===== src/rtl/mem_arbiter.sv =====
// mem_arbiter: shares one RAM port between an instruction-fetch and a data requester.
// A single access is in flight at a time. Each access runs IDLE -> BUSY -> DONE, and
// DONE returns a one-cycle ack or err to the requester that owns the access.
module mem_arbiter #(
    parameter int unsigned TIMEOUT = 16
) (
    input  logic        clk,
    input  logic        nrst,
    input  logic        i_req,
    input  logic [31:0] i_addr,
    output logic        i_ack,
    output logic        i_err,
    output logic [31:0] i_rdata,
    input  logic        d_req,
    input  logic        d_wen,
    input  logic [31:0] d_addr,
    input  logic [31:0] d_wdata,
    input  logic [1:0]  d_width,
    input  logic        d_signed,
    output logic        d_ack,
    output logic        d_err,
    output logic [31:0] d_rdata,
    output logic        ram_ren,
    output logic        ram_wen,
    output logic [31:0] ram_addr,
    output logic [31:0] ram_store,
    output logic [1:0]  ram_width,
    input  logic [1:0]  ram_state,
    input  logic [31:0] ram_load
);

    localparam int unsigned DW    = 32;
    localparam int unsigned CNT_W = $clog2(TIMEOUT + 1);

    localparam logic [1:0] W_BYTE   = 2'b00;
    localparam logic [1:0] W_HALF   = 2'b01;
    localparam logic [1:0] W_WORD   = 2'b10;
    localparam logic [1:0] RS_DATA  = 2'b10;
    localparam logic [1:0] RS_ERROR = 2'b11;

    typedef enum logic [1:0] {
        IDLE = 2'd0,
        BUSY = 2'd1,
        DONE = 2'd2
    } state_t;

    // Request fields captured at grant time and held for the whole access.
    typedef struct packed {
        logic [DW-1:0] addr;
        logic [DW-1:0] wdata;
        logic          wen;
        logic [1:0]    width;
        logic          sgn;
    } req_t;

    state_t           state_q, state_d;
    logic             owner_q, owner_d;
    req_t             cur_q, cur_d;
    logic [CNT_W-1:0] cnt_q, cnt_d;
    req_t             gnt_req;
    logic             gnt_is_d;
    logic [DW-1:0]    rd_val;

    logic             i_ack_d, i_err_d, d_ack_d, d_err_d;
    logic [DW-1:0]    i_rdata_d, d_rdata_d;
    logic             ram_ren_d, ram_wen_d;
    logic [DW-1:0]    ram_addr_d, ram_store_d;
    logic [1:0]       ram_width_d;

    // Width 11, odd half addresses and non-word-aligned word addresses never reach the RAM.
    function automatic logic is_illegal(input logic [1:0] w, input logic [1:0] a);
        case (w)
            W_BYTE:  is_illegal = 1'b0;
            W_HALF:  is_illegal = a[0];
            W_WORD:  is_illegal = (a != 2'b00);
            default: is_illegal = 1'b1;
        endcase
    endfunction

    // Loads use the low byte or low half of the RAM word, never a shifted lane.
    function automatic logic [DW-1:0] extend(input logic [DW-1:0] v, input logic [1:0] w,
                                             input logic s);
        case (w)
            W_BYTE:  extend = {{24{s & v[7]}}, v[7:0]};
            W_HALF:  extend = {{16{s & v[15]}}, v[15:0]};
            default: extend = v;
        endcase
    endfunction

    // Next-state, arbitration and registered-output values.
    always_comb begin
        state_d     = state_q;
        owner_d     = owner_q;
        cur_d       = cur_q;
        cnt_d       = cnt_q;
        i_ack_d     = 1'b0;
        i_err_d     = 1'b0;
        d_ack_d     = 1'b0;
        d_err_d     = 1'b0;
        i_rdata_d   = '0;
        d_rdata_d   = '0;
        ram_ren_d   = 1'b0;
        ram_wen_d   = 1'b0;
        ram_addr_d  = '0;
        ram_store_d = '0;
        ram_width_d = '0;

        // D normally wins; I wins whenever D was the previous owner and I is waiting.
        gnt_is_d = d_req & ~(owner_q & i_req);
        if (gnt_is_d) begin
            gnt_req.addr  = d_addr;
            gnt_req.wdata = d_wdata;
            gnt_req.wen   = d_wen;
            gnt_req.width = d_width;
            gnt_req.sgn   = d_signed;
        end else begin
            gnt_req.addr  = i_addr;
            gnt_req.wdata = '0;
            gnt_req.wen   = 1'b0;
            gnt_req.width = W_WORD;
            gnt_req.sgn   = 1'b0;
        end

        rd_val = cur_q.wen ? '0 : extend(ram_load, cur_q.width, cur_q.sgn);

        case (state_q)
            IDLE: begin
                if (i_req | d_req) begin
                    owner_d = gnt_is_d;
                    cur_d   = gnt_req;
                    cnt_d   = '0;
                    if (is_illegal(gnt_req.width, gnt_req.addr[1:0])) begin
                        state_d = DONE;
                        i_err_d = ~gnt_is_d;
                        d_err_d = gnt_is_d;
                    end else begin
                        state_d     = BUSY;
                        ram_ren_d   = ~gnt_req.wen;
                        ram_wen_d   = gnt_req.wen;
                        ram_addr_d  = gnt_req.addr;
                        ram_store_d = gnt_req.wdata;
                        ram_width_d = gnt_req.width;
                    end
                end
            end
            BUSY: begin
                if (ram_state == RS_DATA) begin
                    state_d = DONE;
                    if (owner_q) begin
                        d_ack_d   = 1'b1;
                        d_rdata_d = rd_val;
                    end else begin
                        i_ack_d   = 1'b1;
                        i_rdata_d = rd_val;
                    end
                end else if ((ram_state == RS_ERROR) || (cnt_q == CNT_W'(TIMEOUT - 1))) begin
                    state_d = DONE;
                    i_err_d = ~owner_q;
                    d_err_d = owner_q;
                end else begin
                    ram_ren_d   = ~cur_q.wen;
                    ram_wen_d   = cur_q.wen;
                    ram_addr_d  = cur_q.addr;
                    ram_store_d = cur_q.wdata;
                    ram_width_d = cur_q.width;
                    if (cnt_q != CNT_W'(TIMEOUT)) begin
                        cnt_d = cnt_q + CNT_W'(1);
                    end
                end
            end
            DONE: begin
                state_d = IDLE;
            end
            default: begin
                state_d = IDLE;
            end
        endcase
    end

    // State, captured request and output registers with synchronous reset.
    always_ff @(posedge clk) begin
        if (!nrst) begin
            state_q   <= IDLE;
            owner_q   <= 1'b0;
            cur_q     <= '0;
            cnt_q     <= '0;
            i_ack     <= 1'b0;
            i_err     <= 1'b0;
            d_ack     <= 1'b0;
            d_err     <= 1'b0;
            i_rdata   <= '0;
            d_rdata   <= '0;
            ram_ren   <= 1'b0;
            ram_wen   <= 1'b0;
            ram_addr  <= '0;
            ram_store <= '0;
            ram_width <= '0;
        end else begin
            state_q   <= state_d;
            owner_q   <= owner_d;
            cur_q     <= cur_d;
            cnt_q     <= cnt_d;
            i_ack     <= i_ack_d;
            i_err     <= i_err_d;
            d_ack     <= d_ack_d;
            d_err     <= d_err_d;
            i_rdata   <= i_rdata_d;
            d_rdata   <= d_rdata_d;
            ram_ren   <= ram_ren_d;
            ram_wen   <= ram_wen_d;
            ram_addr  <= ram_addr_d;
            ram_store <= ram_store_d;
            ram_width <= ram_width_d;
        end
    end

endmodule


===== config.mk =====
export PLATFORM = sky130hd
export DESIGN_NAME = mem_arbiter
export DESIGN_NICKNAME = d
export VERILOG_FILES = /design/src/rtl/mem_arbiter.sv
export SDC_FILE = /design/constraint.sdc
export NUM_CORES = 1
export LEC_CHECK = 0
export ABC_AREA = 1
export ABC_CLOCK_PERIOD_IN_PS = 3730
export CORE_ASPECT_RATIO = 1.5
export CORE_UTILIZATION = 67
export DETAILED_ROUTE_END_ITERATION = 10
export DONT_BUFFER_PORTS = 1
export PLACE_DENSITY = 0.83
export REMOVE_ABC_BUFFERS = 1
export SYNTH_ARGS = -nofsm -noshare
export SYNTH_HDL_FRONTEND = slang
export SYNTH_SLANG_ARGS = --single-unit

===== constraint.sdc =====
create_clock -name clk -period 3.73 [get_ports clk]
set_input_delay 0.5595 -clock clk [delete_from_list [all_inputs] [get_ports clk]]
set_output_delay 0.5595 -clock clk [all_outputs]
set_load 0.05 [all_outputs]

==> results.md <==
* Routed wl met3 at 1833 µm
* FF-to-FF End: ram_store[7]$_SDFF_PN0_
* Final WL at 19,650 µm
* Synth Register Bits at about 210
* Area post-placement at roughly 8000 µm²
* Hold Buf Count CTS at 0
* Antenna Nets Post-Route at 0
* Yosys top cell area share at 51.50%
* Crit path from: cnt_q[0]$_SDFFE_PN0P_
* GRT Total Usage at a little under 30%
* Vias at around 6,700
* Std cell rows at 49
* Fin. max-slew vios at 0
* Peak supply drop at about 0.47 mV
* Status: finished, final reports clean
* Final min period at 2.379 ns
* WP data required at 4.14 ns
* Post-Syn Area per Cell at 7.901 µm²
* Met2 wire length at 9929 µm
* Clock slew at reported path FFs at approximately 0.07 ns
* CP startpoint kind: flip-flop
* Worst skew pair latency at 0.49 ns
* Global-route wire length before repair at 29,600 µm
* Die Ht at 137.8 µm
* Max-Cap Viols at 0
* Total Nets Final at 1,146
* Post-Route Skew at 0.01785 ns
* DR vias/cell at ~5.7
* Metal-1 WL at just under 7000 µm
* Wire per inst at 16.78 µm
* Crit-path cells: ha_1 -> nand2_1 -> nor2_1 -> ha_1 -> nor2_1 -> nand2_1 -> inv_2 -> buf_4 -> nand2_1 -> a21oi_1
* Top cell by count, worst path: nand2_1
* Starting density of the core at 68.58%
* Final Wtd Congestion at around 0.83
* Sum Neg Setup Slack at 0 ns
* CTS root buf: clkbuf_16
* Critical R2R Launch: cnt_q[0]$_SDFFE_PN0P_
* Total CTS buffers at 19
* # IOs at 274
* PortBufs at 0
* Crit-path max cell delay at 0.54 ns
* Residual DRC at 0
* Clock sink count at about 210
* Post-synthesis cell area at 8240 µm²
* Core footprint at ~12,000 µm²
* Grt ovf at 0
* FFs w/ async S/R, synth at 0%
* First DRT Iteration DRCs at 371
* H-tree Lvls at 1
* Fin area at roughly 8800 µm²
* Post-synth top flop: dfxtp_1
* Full die area at 12,760 µm²
* CTS tree: built
* Relative slew slack at 41.23%
* # setup viols final at 0
* Leakage at 0.003413 µW
* Die X-Extent at 92.55 µm
* Pwr/cell area at 577.6 nW/µm²
* Cts repair resizes at 0
* Top achievable clock speed at 420.3 MHz
* R2r setup slk at 1.35 ns
* Layout cells sized above 1 at between 10% and 20%
* Vias in the first global route at a little under 6,000
* RSZ-0062 raised after global routing: no
* Dpl hpwl at 12,440 µm
* DP Worst Slack at 1.242 ns
* Cell taking the most area after synthesis: dfxtp_1
* Worst min path class: primary input to flip-flop
* CP max FO at 38
* Distinct cell type count after synthesis at 37
* Final Cycle Share at 63.79%
* Worst reg2reg path depth at 10
* Synth top area cells: dfxtp_1, nand2_1, a21oi_1
* Synth Instances at 1,043
* Critical path data arrival time at 2.79 ns
* Commonest cells after routing, fill and taps aside: nand2_1, dfxtp_1, a21oi_1, inv_1, nor2_1
* DR top layer: met4
* Least-Margin Pin Slew at slightly below 0.9 ns
* Synthesis-to-layout area growth at 6.468%
* DRT Pass-1 Iters at 5
* Sequential fraction of the synthesis area at 51.50%
* Clock Tree Buf Depth at 3
* Critical Path End: ram_store[7]$_SDFF_PN0_
* PnR worst setup slack at 1.351 ns
* Initial antenna violation count at 0
* Final core utilization at between 70% and 80%
* EDFF count, synth at 0
* Post-CTS Setup Inserts at 0
* Worst path slowest cell: inv_2
* Worst setup EP type: flip-flop
* Most common cell after layout, fill and taps aside: nand2_1
* Fin Hold WS at 0.2046 ns
* Final hold vios at 0
* Setup CP Type: flip-flop to flip-flop
* Ys Warns at 0
* Pin count of the biggest net entering global routing at 80
-- worst min path at each step --
stage,start,end,slack (ns),cells after the start
2_1_floorplan,cur_q[10]$_SDFFE_PN0P_,cur_q[10]$_SDFFE_PN0P_,0.44,2
3_3_place_gp,cur_q[8]$_SDFFE_PN0P_,cur_q[8]$_SDFFE_PN0P_,0.45,2
3_5_place_dp,cur_q[17]$_SDFFE_PN0P_,cur_q[17]$_SDFFE_PN0P_,0.45,2
4_1_cts,nrst,owner_q$_SDFFE_PN0P_,0.20,1
5_1_grt,nrst,owner_q$_SDFFE_PN0P_,0.20,1
6_report,nrst,owner_q$_SDFFE_PN0P_,0.20,1
-- through the flow --
stage	total power, µW	cells
floorplan	3046	973
global placement	3196	1137
detailed placement	3211	1137
CTS	5086	1170
global route	5277	1170
finish	5067	1171
-- state kept, by name (all words and copies together), names as in the netlist, 2 cells and up --
| signal | flops |
|---|---|
| cnt_q | 5 |
| ram_addr | 32 |
| ram_width | 2 |
| cur_q | 68 |
| d_rdata | 32 |
| ram_store | 32 |
| state_q | 2 |
| i_rdata | 32 |
-- cells in the mapped netlist, types with 3 or more instances --
cell and count:
nand2_1 231, dfxtp_1 212, a21oi_1 124, inv_1 94
nor2_1 90, o21ai_0 40, clkbuf_1 34, nor2_2 31
nand4_1 30, nand3_1 26, nand3_2 20, a21oi_2 19
buf_2 17, nor3_1 17, o21ai_1 10, buf_4 6
nand2_2 6, buf_1 5, buf_6 5, inv_2 5
buf_8 3, ha_1 3
-- area by class of cell --
class                      instances  area (µm²)
inverter                         101       384.1
tap                              153       191.4
sequential                       212        4244
clock buffer                      25       528.0
timing repair buffer              11       107.6
clock inverter                     8       73.82
multi-input combinational        660        3242
fill                             917        3243
antenna                            1       2.502
-- critical path: cells and delay by family, from the launching register on --
kind / cells / cell delay [ns]
AO/OA/AOI/OAI: 1 / 0.16
adder cells (fa/ha/maj): 2 / 0.41
flip-flops: 1 / 0.34
buffers and inverters: 2 / 0.92
AND/OR/NAND/NOR: 5 / 0.47
-- layer usage --
metal,global-route usage [%],up-vias
met3,8.444,59
met5,0,-
met1,31.35,3060
met4,15.97,0
li1,-,3250
met2,51.15,322
-- kinds of logic after synthesis --
family	count (synthesis)	synth area share, %
buf+inv	171	9.216
flops	212	51.50
xor+xnor	1	0.1063
simple gates	459	25.55
fa+ha+maj	3	0.4556
compound gates	197	13.16
-- power by group --
part	internal, µW	switching, µW
registers	2380	182
logic	178	430
clock network	1070	830
No activity file was read; power rests on OpenSTA's default activity.
